$ cat src/rtl/instr_encoder_loader.sv
// instr_encoder_loader: program-loader front end.
// Packs field-level instruction requests into 20-bit instruction words and writes them,
// through a small FIFO, sequentially into instruction memory from a programmable base.
//
// Ports:
//   clk, rst_n              clock, synchronous active-low reset
//   start, base_addr,       begin a load (IDLE only); base and request count sampled on start
//   num_words
//   req_valid/req_ready     request handshake
//   req_class, req_fn,      request fields: class, ALU/shift/memory fn, rd, rs, rt, immediate
//   req_rd, req_rs,
//   req_rt, req_imm
//   imem_we, imem_ready,    registered memory write port; holds while imem_ready is low
//   imem_addr, imem_wdata
//   busy, done, err         status: not idle, one-cycle completion pulse, sticky illegal request
module instr_encoder_loader #(
  parameter int unsigned ADDR_W     = 8,
  parameter int unsigned FIFO_DEPTH = 4
) (
  input  logic              clk,
  input  logic              rst_n,
  input  logic              start,
  input  logic [ADDR_W-1:0] base_addr,
  input  logic [ADDR_W:0]   num_words,
  input  logic              req_valid,
  output logic              req_ready,
  input  logic [1:0]        req_class,
  input  logic [2:0]        req_fn,
  input  logic [2:0]        req_rd,
  input  logic [2:0]        req_rs,
  input  logic [2:0]        req_rt,
  input  logic [7:0]        req_imm,
  output logic              imem_we,
  input  logic              imem_ready,
  output logic [ADDR_W-1:0] imem_addr,
  output logic [19:0]       imem_wdata,
  output logic              busy,
  output logic              done,
  output logic              err
);

  // Opcode prefixes and memory fn codes shared with the instruction decoder.
  localparam logic [1:0] REGISTER_TYPE_OPCODE  = 2'b00;
  localparam logic [1:0] IMMEDIATE_TYPE_OPCODE = 2'b01;
  localparam logic [2:0] SHIFT_TYPE_OPCODE     = 3'b100;
  localparam logic [2:0] MEMORY_TYPE_OPCODE    = 3'b101;
  localparam logic [1:0] STM_FN                = 2'b00;
  localparam logic [1:0] LDM_FN                = 2'b01;

  localparam int unsigned PtrW = $clog2(FIFO_DEPTH);

  typedef enum logic [1:0] {StIdle, StLoad, StDrain, StDone} state_e;

  state_e              state_q, state_d;
  logic [ADDR_W:0]     num_q, num_d;
  logic [ADDR_W:0]     acc_q, acc_d;
  logic [ADDR_W-1:0]   next_addr_q, next_addr_d;
  logic                err_q, err_d;

  logic [19:0]         mem_q [FIFO_DEPTH];
  logic [PtrW-1:0]     wr_ptr_q, wr_ptr_d;
  logic [PtrW-1:0]     rd_ptr_q, rd_ptr_d;
  logic [PtrW:0]       cnt_q, cnt_d;

  logic                imem_we_q, imem_we_d;
  logic [ADDR_W-1:0]   imem_addr_q, imem_addr_d;
  logic [19:0]         imem_wdata_q, imem_wdata_d;

  logic [5:0]          enc_op;
  logic [7:0]          enc_pl;
  logic [19:0]         enc_word;
  logic                req_illegal;
  logic                fifo_full;
  logic                fifo_empty;
  logic                hs;
  logic                push;
  logic                pop;

  // Field packing.
  always_comb begin
    enc_op = '0;
    enc_pl = '0;
    unique case (req_class)
      2'd0: begin
        enc_op = {REGISTER_TYPE_OPCODE, req_fn, 1'b0};
        enc_pl = {req_rt, 5'b0};
      end
      2'd1: begin
        enc_op = {IMMEDIATE_TYPE_OPCODE, req_fn, 1'b0};
        enc_pl = req_imm;
      end
      2'd2: begin
        enc_op = {SHIFT_TYPE_OPCODE, req_fn[1:0], 1'b0};
        enc_pl = {3'b000, req_imm[4:0]};
      end
      default: begin
        enc_op = {MEMORY_TYPE_OPCODE, req_fn[1:0], 1'b0};
        enc_pl = req_imm;
      end
    endcase
  end

  assign enc_word    = {enc_op, req_rd, req_rs, enc_pl};
  assign req_illegal = (req_class == 2'd3) && (req_fn[1:0] != STM_FN) && (req_fn[1:0] != LDM_FN);

  assign fifo_full  = (cnt_q == (PtrW+1)'(FIFO_DEPTH));
  assign fifo_empty = (cnt_q == '0);

  assign req_ready = (state_q == StLoad) && !fifo_full && (acc_q < num_q);
  assign hs        = req_valid && req_ready;
  // Illegal requests complete the handshake but never enter the FIFO.
  assign push      = hs && !req_illegal;
  // The output register takes the FIFO head when idle or when its word is being accepted.
  assign pop       = !fifo_empty && (!imem_we_q || imem_ready);

  always_comb begin
    state_d      = state_q;
    num_d        = num_q;
    acc_d        = acc_q;
    next_addr_d  = next_addr_q;
    err_d        = err_q;
    wr_ptr_d     = wr_ptr_q;
    rd_ptr_d     = rd_ptr_q;
    cnt_d        = cnt_q;
    imem_we_d    = imem_we_q;
    imem_addr_d  = imem_addr_q;
    imem_wdata_d = imem_wdata_q;

    // FIFO bookkeeping.
    if (push) wr_ptr_d = wr_ptr_q + PtrW'(1);
    if (pop)  rd_ptr_d = rd_ptr_q + PtrW'(1);
    unique case ({push, pop})
      2'b10:   cnt_d = cnt_q + (PtrW+1)'(1);
      2'b01:   cnt_d = cnt_q - (PtrW+1)'(1);
      default: cnt_d = cnt_q;
    endcase

    // Write-port register.
    if (pop) begin
      imem_we_d    = 1'b1;
      imem_addr_d  = next_addr_q;
      imem_wdata_d = mem_q[rd_ptr_q];
      next_addr_d  = next_addr_q + ADDR_W'(1);
    end else if (imem_we_q && imem_ready) begin
      imem_we_d = 1'b0;
    end

    unique case (state_q)
      StIdle: begin
        if (start) begin
          err_d       = 1'b0;
          num_d       = num_words;
          acc_d       = '0;
          next_addr_d = base_addr;
          state_d     = (num_words == '0) ? StDone : StLoad;
        end
      end
      StLoad: begin
        if (hs) begin
          acc_d = acc_q + (ADDR_W+1)'(1);
          if (req_illegal) err_d = 1'b1;
        end
        if (acc_q == num_q) state_d = StDrain;
      end
      StDrain: begin
        if (fifo_empty && !imem_we_q) state_d = StDone;
      end
      default: begin
        state_d = StIdle;
      end
    endcase
  end

  always_ff @(posedge clk) begin
    if (!rst_n) begin
      state_q      <= StIdle;
      num_q        <= '0;
      acc_q        <= '0;
      next_addr_q  <= '0;
      err_q        <= 1'b0;
      wr_ptr_q     <= '0;
      rd_ptr_q     <= '0;
      cnt_q        <= '0;
      imem_we_q    <= 1'b0;
      imem_addr_q  <= '0;
      imem_wdata_q <= '0;
    end else begin
      state_q      <= state_d;
      num_q        <= num_d;
      acc_q        <= acc_d;
      next_addr_q  <= next_addr_d;
      err_q        <= err_d;
      wr_ptr_q     <= wr_ptr_d;
      rd_ptr_q     <= rd_ptr_d;
      cnt_q        <= cnt_d;
      imem_we_q    <= imem_we_d;
      imem_addr_q  <= imem_addr_d;
      imem_wdata_q <= imem_wdata_d;
    end
  end

  // Storage needs no reset: occupancy is tracked by the pointers and count.
  always_ff @(posedge clk) begin
    if (push) mem_q[wr_ptr_q] <= enc_word;
  end

  assign imem_we    = imem_we_q;
  assign imem_addr  = imem_addr_q;
  assign imem_wdata = imem_wdata_q;
  assign busy       = (state_q != StIdle);
  assign done       = (state_q == StDone);
  assign err        = err_q;

endmodule

$ cat config.mk
export PLATFORM = sky130hd
export DESIGN_NAME = instr_encoder_loader
export DESIGN_NICKNAME = d
export VERILOG_FILES = /design/src/rtl/instr_encoder_loader.sv
export SDC_FILE = /design/constraint.sdc
export NUM_CORES = 1
export LEC_CHECK = 0
export BUFFER_PORTS_ARGS = -buffer_cell sky130_fd_sc_hd__buf_2
export CAP_MARGIN = 20
export CORE_MARGIN = 1
export CORE_UTILIZATION = 57
export DETAILED_ROUTE_END_ITERATION = 8
export GPL_TIMING_DRIVEN = 1
export MAX_ROUTING_LAYER = met4
export PLACE_DENSITY = 0.79
export REMOVE_ABC_BUFFERS = 1
export SYNTH_ARGS = -nofsm -noshare
export SYNTH_HDL_FRONTEND = slang
export SYNTH_SLANG_ARGS = --single-unit
$ cat constraint.sdc
create_clock -name clk -period 3.8 [get_ports clk]
set_clock_uncertainty 0.15 [all_clocks]
set_input_delay 0.38 -clock clk [delete_from_list [all_inputs] [get_ports clk]]
set_output_delay 0.38 -clock clk [all_outputs]
set_load 0.05 [all_outputs]
==> metrics, run 1 <==
Antenna Nets Post-Route 0; WP data required 4.09 ns; Sink Count 140; Buf+Inv Stages, Crit Path 2; Fin Hold WS ~0.018 ns; overall routing resource usage roughly 26%; final hold vios 0; Critical Path Sink Type flip-flop; Clock Path Buffers 2; slowest CP cell a211oi_4; Antenna diodes 0; Worst Tran Pin Value between 1 and 1.5 ns; PwrDens just over 700 nW/um^2; layout cells sized above 1 23.5%; ys flop type edfxtp_1; YS warnings 0; Crit Path Category flip-flop to flip-flop; detailed-route via count between 4,000 and 5,000; grt ovf 0; routed wire length between 10,000 and 15,000 um; Peak VDD IR ~0.55 mV; IO Count between 70 and 80; CTS root buf clkbuf_8; leading cell type in the layout, fill and taps excluded nand2_1; Post-DP Area roughly 6500 sq um; Post-Synth Adder-Cell Area roughly 4.5%; fin. max-slew vios 0; area grow syn2layout 21.6%; min Tclk post-route just over 3 ns; DR DRC count 0; Cells after Synth 498; initial antenna violation count 0; simple-gate share of the synthesized area 13.7%; largest net degree at the start of global routing 44; HPWL reported at the end of detailed placement ~7700 um; synthesized cell area slightly below 6000 sq um; setup_tns 0 ns; leakage roughly 2.8 nW; period utilisation layout about four fifths; post-synthesis sequential area ratio around 60%; cell family with most CP delay adder cells; syn avg cell area around 12 sq um; Met2 Wirelength approximately 6600 um; async set-reset flop share out of synthesis 0%; Synth Area in XOR/XNOR about 1.8%; first-pass GRT wire length approximately 21,000 um; Placeable Area about 10000 sq um; outcome complete, no violations; mux cell area share after synthesis under 10%; GPL Wtd Cong roughly 0.86; commonest non-fill, non-tap cells in the layout 89 x nand2_1, 76 x edfxtp_1, 75 x buf_2; initial core utilization ~60%; worst skew pair latency a little over 0.5 ns; Worst-path clk slew 0.06 ns; Final setup viols 0; wire per inst 17.1 um; Compound-Gate Fraction of Synth Area a little under a tenth; drt pass-1 iters 4; fin area 7250 sq um; Post-synth EDFFs 76; #FFs+latches synth 140; routed vias/inst 5.66; met3 wire length 616 um; crit path DAT ~3.4 ns; Die W ~100 um; Yosys cell types 53; CP peak stage delay roughly 0.5 ns; IO buf count 75; CTS tree done; Post-CTS Setup Inserts 0; achievable frequency ~0.33 GHz; Slew HR 30.5%; die area ~11,000 sq um; main combinational cell family by area after synthesis simple AND/OR/NAND/NOR gates; floorplan row count 36; number of H-tree levels 4; CP Max Fanout 8; max-cap viol count 0; CTS buffer count 17; DRT iter0 DRCs approximately 220; Critical Path, Cell by Cell ha_1 > nand4_2 > a211oi_4 > nor4_4 > inv_1 > ha_1 > inv_1 > fa_1 > xor2_1 > or3_1 > a21oi_1; vias in the first global route 4,277; RSZ-0062 raised after global routing no; DR top layer met4; Startpoint Class flip-flop; worst min path class primary input to flip-flop; met1 wire length around 5300 um; Final #Nets 660; Die Ht approximately 100 um
power by group:
group	switching, mW	leakage [nW]	internal [mW]	total, mW
registers	0.159	1.21	1.80	1.95
logic	1.11	1.27	0.545	1.65
clock network	0.633	0.286	1.03	1.66
logic make-up after synthesis:
kind of cell / count (synthesis)
buffers and inverters: 49
other: 1
AO/OA/AOI/OAI: 86
flip-flops: 140
XOR/XNOR: 12
adder cells (fa/ha/maj): 21
multiplexers: 21
AND/OR/NAND/NOR: 168
final timing paths:
kind / start / endpoint / slack, ns / cells past startpoint
max: acc_q[6] / cnt_q[2] / 0.74 / 11
min: base_addr[0] / next_addr_q[0] / 0.02 / 3
max reg2reg: acc_q[6] / cnt_q[2] / 0.74 / 11
min reg2reg: imem_wdata[4] / imem_wdata[4] / 0.30 / 2
area by class of cell:
cell class	count	area (sq um)
fillers	661	2710
clock inverters	12	163
clock buffers	20	435
well taps	133	166
multi-input cells	309	2200
inverters	25	93.8
flip-flops and latches	140	3560
repair buffers	102	626
through the flow:
step | power, mW | instances | util, % | setup slack, ns
3_3_place_gp | 3.55 | 690 | 64.9 | 0.877
5_1_grt | 5.53 | 741 | 72.8 | 0.559
2_1_floorplan | 3.16 | 474 | - | 0.377
4_1_cts | 5.29 | 741 | 72.8 | 0.745
3_5_place_dp | 3.61 | 690 | 64.9 | 0.772
6_report | 5.27 | 741 | 72.8 | 0.739
what timing repair did:
action / in CTS / in global routing
hold buffers: 19 / 0
hold endpoints to repair: 43 / 0
gates resized for setup: 0 / 0
Yosys cell counts (2+ instances only):
master	count	area (sq um)
nor4_1	6	37.5
dfxtp_1	64	1280
xnor2_1	5	43.8
o31ai_1	2	15.0
inv_1	23	86.3
or3_1	9	56.3
o311a_1	4	40.0
nor2b_1	6	37.5
buf_2	2	10.0
a211oi_1	3	22.5
mux2_2	2	22.5
a21o_1	2	15.0
edfxtp_1	76	2280
and4b_1	2	20.0
nor2_1	19	71.3
a311oi_1	2	17.5
clkinv_1	2	7.51
a2111oi_0	2	17.5
nand2_1	89	334
o21ai_0	8	40.0
a21oi_1	52	260
xor2_1	7	61.3
mux4_2	19	428
and2_1	5	31.3
and3_1	4	25.0
buf_1	3	11.3
clkbuf_1	17	63.8
nand4_1	3	18.8
nand2b_1	3	18.8
nor3_1	4	20.0
ha_1	20	250
a22o_1	2	17.5
a211o_1	3	26.3
nand3_1	9	45.0
registers in the layout, summed over array words and instances, names as in the netlist:
signal and flops:
acc_q 9, mem_q 76, cnt_q 3, err 1, imem_addr 8, wr_ptr_q 2, rd_ptr_q 2, num_q 9
imem_wdata 19, state_q 2, next_addr_q 8, imem_we 1
worst min-delay path, stage by stage:
cell and delay, ns:
buf_2 0.10, nor2_1 0.09, a211oi_1 0.05
per-layer routing:
layer  global-route usage [%]  up-vias
li1                         -     1991
met1                     30.4     2053
met2                     43.3      134
met3                     6.39       17
met4                     8.78        0
met5                        -        -
Note: power is estimated with default switching activity, not from simulation.
==> run 2: changes to the inputs <==
--- a/config.mk
+++ b/config.mk
@@ -5,14 +5,15 @@
 export SDC_FILE = /design/constraint.sdc
 export NUM_CORES = 1
 export LEC_CHECK = 0
+export ABC_AREA = 1
 export BUFFER_PORTS_ARGS = -buffer_cell sky130_fd_sc_hd__buf_2
 export CAP_MARGIN = 20
 export CORE_MARGIN = 1
-export CORE_UTILIZATION = 57
+export CORE_UTILIZATION = 58
 export DETAILED_ROUTE_END_ITERATION = 8
 export GPL_TIMING_DRIVEN = 1
 export MAX_ROUTING_LAYER = met4
-export PLACE_DENSITY = 0.79
+export PLACE_DENSITY = 0.8
 export REMOVE_ABC_BUFFERS = 1
 export SYNTH_ARGS = -nofsm -noshare
 export SYNTH_HDL_FRONTEND = slang
==> constraint.sdc (replaced) <==
create_clock -name clk -period 3.16 [get_ports clk]
set_clock_uncertainty 0.15 [all_clocks]
set_input_delay 0.316 -clock clk [delete_from_list [all_inputs] [get_ports clk]]
set_output_delay 0.316 -clock clk [all_outputs]
set_load 0.05 [all_outputs]
==> run 2 against run 1 <==
Register-to-register slack got worse by 0.34 ns. Sequential cell count did not move. Critical path depth increased by 5. First-iteration DRC count up 52%. Die area hardly changed. Final cell count grew 21%. Clock-buffer cell count is the same. Critical path type unchanged. Largest cell class unchanged. Largest power group is now combinational cells.
==> metrics, run 2 <==
overall routing resource usage approximately 28%; internal reg-to-reg setup slack 0.40 ns; setup_tns 0 ns; period utilisation layout between 80 and 90%; Die W roughly 100 um; Worst Tran Pin Value around 0.74 ns; DR DRC count 0; Yosys cell types 39; leading area contributor after synthesis edfxtp_1; Slew HR 50.5%; RSZ-0062 raised after global routing no; fin. max-slew vios 0; GPL Wtd Cong roughly 0.9; HPWL reported at the end of detailed placement 8280 um; synthesized cell area a little over 6000 sq um; WP data required between 3 and 4 ns; # hold bufs at CTS 28; main area contributors after synthesis edfxtp_1 38%, dfxtp_1 21%, nor2_1 8.3%, o21ai_0 6.9%, ha_1 4.1%; worst skew pair latency between 0.5 and 0.6 ns; first-pass GRT wire length roughly 23,000 um; Post-CTS Setup Inserts 0; worst reg2reg path depth 16; final hold vios 0; detailed-route via count ~4,900; drt pass-1 iters 5; largest net degree at the start of global routing 42; Placeable Area about 10000 sq um; number of H-tree levels 4; Crit Path Category flip-flop to flip-flop; reg2reg end cnt_q[2]; IO buf count between 70 and 80; routed vias/inst roughly 5.4; Cells after Synth approximately 650; grt ovf 0; Startpoint Class flip-flop; Antenna Nets Post-Route 0; initial core utilization between 60% and 70%; post-synthesis sequential area ratio 58.7%; Final #Nets about 820; leakage 3.12 nW; area grow syn2layout 23.1%; async set-reset flop share out of synthesis 0%; achievable frequency roughly 0.36 GHz; Peak VDD IR 0.498 mV; #FFs+latches synth 140; worst min path class primary input to flip-flop; top cells by count, synth 135 x nor2_1, 84 x o21ai_0, 76 x edfxtp_1; floorplan row count 36; IO Count 77; Worst-path clk slew approximately 0.060 ns; crit path DAT approximately 3.0 ns; most numerous cell in the Yosys netlist nor2_1; Reg-to-Reg Start num_q[2]; max-cap viol count 0; top-area cell type share of the netlist area approximately 38%; Post-synth EDFFs 76; layout cells sized above 1 between 10% and 20%; CTS resizes 0; PwrDens approximately 980 nW/um^2; Clock Path Buffers 2; min-delay src base_addr[6]; Sink Count 140; syn avg cell area a little over 9 sq um; CTS tree done; Critical Path Sink Type flip-flop; commonest non-fill, non-tap cells in the layout 131 x nor2_1, 84 x o21ai_0, 76 x edfxtp_1; leading cell type in the layout, fill and taps excluded nor2_1; YS warnings 0; max reg flops between 70 and 80; outcome complete, no violations; ys flop type edfxtp_1; initial antenna violation count 0; CTS buffer count 17; vias in the first global route between 4,000 and 5,000; Die Ht approximately 100 um; Antenna diodes 0; CTS root buf clkbuf_8; Util after Layout roughly 75%; largest register by flop count mem_q; Final setup viols 0; worst hold path endpoint next_addr_q[6]; routed wire length approximately 14,000 um; placed cells 839; min Tclk post-route 2.76 ns; final std cells w/o fill 900; DRT iter0 DRCs between 300 and 400; CP Max Fanout 9; die area roughly 11,000 sq um; wire per inst 15.6 um; Hold Path Cell Cnt 5
[run 2: changes by cell type in the layout (fill, tap and decap cells not counted), moves of 19 or more]
cell / before / now
mux4_2: 19 / 0
o21ai_0: 8 / 84
a21oi_1: 52 / 31
nor2_1: 19 / 131
inv_1: 22 / 61
nand2_1: 89 / 64
[run 2: through the flow]
step	power [mW]	hold WS, ns	instance area [sq um]	worst slack [ns]
floorplan	4.44	0.264	5940	0.326
global placement	5.06	0.282	6560	0.515
detailed placement	5.17	0.310	6560	0.440
CTS	7.25	0.00188	7440	0.417
global route	7.73	0.00508	7470	0.239
finish	7.29	0.00675	7470	0.395
[run 2: cells by family after synthesis]
family | after synthesis | share of synthesized area, %
fa+ha+maj | 21 | 4.45
flops | 140 | 58.7
compound gates | 143 | 12.6
simple gates | 244 | 17.1
xor+xnor | 3 | 0.433
other cells | 1 | 0.0618
buf+inv | 99 | 6.47
mux | 1 | 0.185
[run 2: layout make-up]
type | count | area, sq um
sequential | 140 | 3560
fill | 684 | 2480
multi-input combinational | 413 | 2120
timing repair buffer | 113 | 751
clock buffer | 20 | 435
inverter | 69 | 259
clock inverter | 12 | 171
tap | 133 | 166
[run 2: worst max-delay path by stage]
stage,to,cells after the start,start
floorplan,mem_q[0][0],9,state_q[1]
global placement,cnt_q[2],15,acc_q[2]
detailed placement,cnt_q[2],15,acc_q[2]
CTS,cnt_q[2],16,num_q[2]
global route,cnt_q[2],16,num_q[2]
finish,cnt_q[2],16,num_q[2]
[run 2: critical path: stages (launching register included)]
cell,delay [ns]
dfxtp_1,0.32
inv_1,0.06
ha_1,0.29
nand2_1,0.07
nor2_1,0.09
nand2_1,0.05
nor2_1,0.17
nor2_4,0.08
and2_4,0.16
nand3_4,0.12
ha_1,0.18
inv_1,0.07
fa_1,0.38
a21oi_1,0.14
o21ai_0,0.11
o21ai_0,0.16
a21oi_1,0.05
[run 2: metal layers]
layer	global-route usage [%]	vias to the layer above	routed length (um)
li1	-	2391	-
met1	31.5	2263	5850
met2	47.2	190	7120
met3	5.51	32	794
met4	12.3	0	271
met5	-	-	0
[run 2: where the power goes]
part	leakage [nW]	internal (mW)	switching, mW
Sequential	1.22	2.28	0.206
Clock	0.294	1.30	0.730
Combinational	1.61	0.801	1.98
Total	3.12	4.38	2.91
==> run 3: changes to the inputs <==
--- a/config.mk
+++ b/config.mk
@@ -5,15 +5,14 @@
 export SDC_FILE = /design/constraint.sdc
 export NUM_CORES = 1
 export LEC_CHECK = 0
-export ABC_AREA = 1
 export BUFFER_PORTS_ARGS = -buffer_cell sky130_fd_sc_hd__buf_2
 export CAP_MARGIN = 20
-export CORE_MARGIN = 1
-export CORE_UTILIZATION = 58
+export CORE_MARGIN = 5
+export CORE_UTILIZATION = 57
 export DETAILED_ROUTE_END_ITERATION = 8
 export GPL_TIMING_DRIVEN = 1
 export MAX_ROUTING_LAYER = met4
-export PLACE_DENSITY = 0.8
+export PLACE_DENSITY = 0.79
 export REMOVE_ABC_BUFFERS = 1
 export SYNTH_ARGS = -nofsm -noshare
 export SYNTH_HDL_FRONTEND = slang
==> run 3 against run 2 <==
Largest power group is now registers. Clock power barely moved. Final cell count fell by 16%. Largest cell class unchanged. Clock-buffer cell count fell by 2.
==> metrics, run 3 (same netlist as run 1, synthesis figures left out) <==
outcome complete, no violations; drt pass-1 iters 7; achievable frequency 0.337 GHz; Worst-path clk slew 0.06 ns; sw power between 2 and 2.5 mW; Met2 Wirelength roughly 6300 um; Die W around 110 um; final hold vios 0; Antenna Nets Post-Route 0; Post-DP Area approximately 6500 sq um; largest net degree at the start of global routing 36; Placeable Area ~10,000 sq um; Worst Tran Pin Value 0.993 ns; crit path DAT between 3 and 4 ns; fillers approximately 700; Antenna diodes 0; Die Ht about 110 um; area grow syn2layout 24.2%; Final setup viols 0; wire per inst 16.7 um; Clock Path Buffers 2; fin area about 7400 sq um; DR DRC count 0; vias in the first global route around 4,300; final worst slack 0.193 ns; CTS buffer count 17; commonest non-fill, non-tap cells in the layout 89 x nand2_1, 76 x edfxtp_1, 75 x buf_2; Gate power share between 30% and 40%; routed vias/inst ~5.6; Critical Path Sink Type flip-flop; max-cap viol count 0; setup_tns 0 ns; fin. max-slew vios 0; initial core utilization 58.0%; DR top layer met4; CTS resizes 0; CP Max Fanout 8; IO Count 77; number of H-tree levels 4; GPL Wtd Cong around 0.83; CTS root buf clkbuf_8; Crit Path Category flip-flop to flip-flop; Fin Hold WS about 0.021 ns; first-pass GRT wire length 21,300 um; overall routing resource usage 22.3%; Peak VDD IR around 0.61 mV; initial antenna violation count 0; die area roughly 13,000 sq um; RSZ-0062 raised after global routing no; DRT iter0 DRCs ~300; min Tclk post-route 2.97 ns; Final #Nets ~680; leakage 2.85 nW; worst min path class primary input to flip-flop; CTS tree done; floorplan row count 37; HPWL reported at the end of detailed placement about 8000 um; Slew HR 33.7%; Sink Count 140; met1 wire length around 5300 um; Flop pwr share 36.5%; met3 wire length approximately 780 um; design internal power between 4 and 5 mW; leading cell type in the layout, fill and taps excluded nand2_1; Place WS ~0.14 ns; IO buf count 75; detailed-route via count between 4,000 and 5,000; WP data required 3.47 ns; grt ovf 0; max reg flops 76; worst skew pair latency roughly 0.53 ns; routed wire length approximately 13,000 um; clock power share about a third; largest register by flop count mem_q; Sw Share a little over a third; total chip power approximately 6.4 mW; layout cells sized above 1 24.2%; period utilisation layout ~94%; Startpoint Class flip-flop; PwrDens around 860 nW/um^2
run 3: changes by cell type in the layout (fill, tap and decap cells not counted), moves of 6 or more:
cell,before,now
o21ai_0,84,8
inv_6,0,6
mux4_2,0,19
nand2_1,64,89
a31oi_1,19,1
a21oi_1,31,52
nor2_1,131,19
inv_1,61,22
or3_1,0,9
nor2b_1,0,6
nand3_1,20,9
inv_2,8,1
run 3: power groups by stage:
stage               Combinational, mW  Sequential [mW]  Clock [mW]
floorplan                        1.06             2.74           0
global placement                 1.94             2.36           0
detailed placement               1.99             2.37           0
CTS                              2.03             2.34        2.04
global route                     2.23             2.37        2.14
finish                           2.04             2.33        2.02
run 3: layout make-up:
cell class / count / area [sq um] / share of cell area, %
Timing Repair Buffer: 118 / 771 / 10.4
Clock inverter: 14 / 180 / 2.43
Multi-Input combinational cell: 309 / 2200 / 29.7
Sequential cell: 140 / 3560 / 48.1
Inverter: 25 / 93.8 / 1.27
Clock buffer: 18 / 428 / 5.78
Tap cell: 136 / 170 / 2.30
run 3: path summary, 6_finish.rpt:
kind,start,endpoint,slack [ns],cells past startpoint
min,req_rt[0],mem_q[2][5],0.02,2
min reg2reg,imem_wdata[4],imem_wdata[4],0.30,2
max reg2reg,acc_q[6],cnt_q[2],0.19,11
max,acc_q[6],cnt_q[2],0.19,11
run 3: repair_timing:
item	CTS	global route
setup endpoints to repair	0	1
hold buffers	29	0
endpoints found under the hold margin	60	0
buffers inserted	0	1
run 3: through the flow:
step	cells	utilization [%]
floorplan	474	-
global placement	698	63.3
detailed placement	698	63.3
CTS	759	72.0
global route	760	72.1
finish	760	72.1
run 3: per-layer routing:
layer  up-vias  GRT usage (%)
li1       2023              -
met1      2036           26.6
met2       146           36.5
met3        25           5.23
met4         0           9.46
met5         -              -
run 3: worst max-delay path, cell delays in order (launching register included):
cell and delay [ns]:
dfxtp_1 0.37, ha_1 0.34, nand4_2 0.20, a211oi_4 0.41
nor4_4 0.12, inv_1 0.08, ha_1 0.17, inv_1 0.06
fa_1 0.37, xor2_1 0.16, or3_1 0.30, a21oi_1 0.15
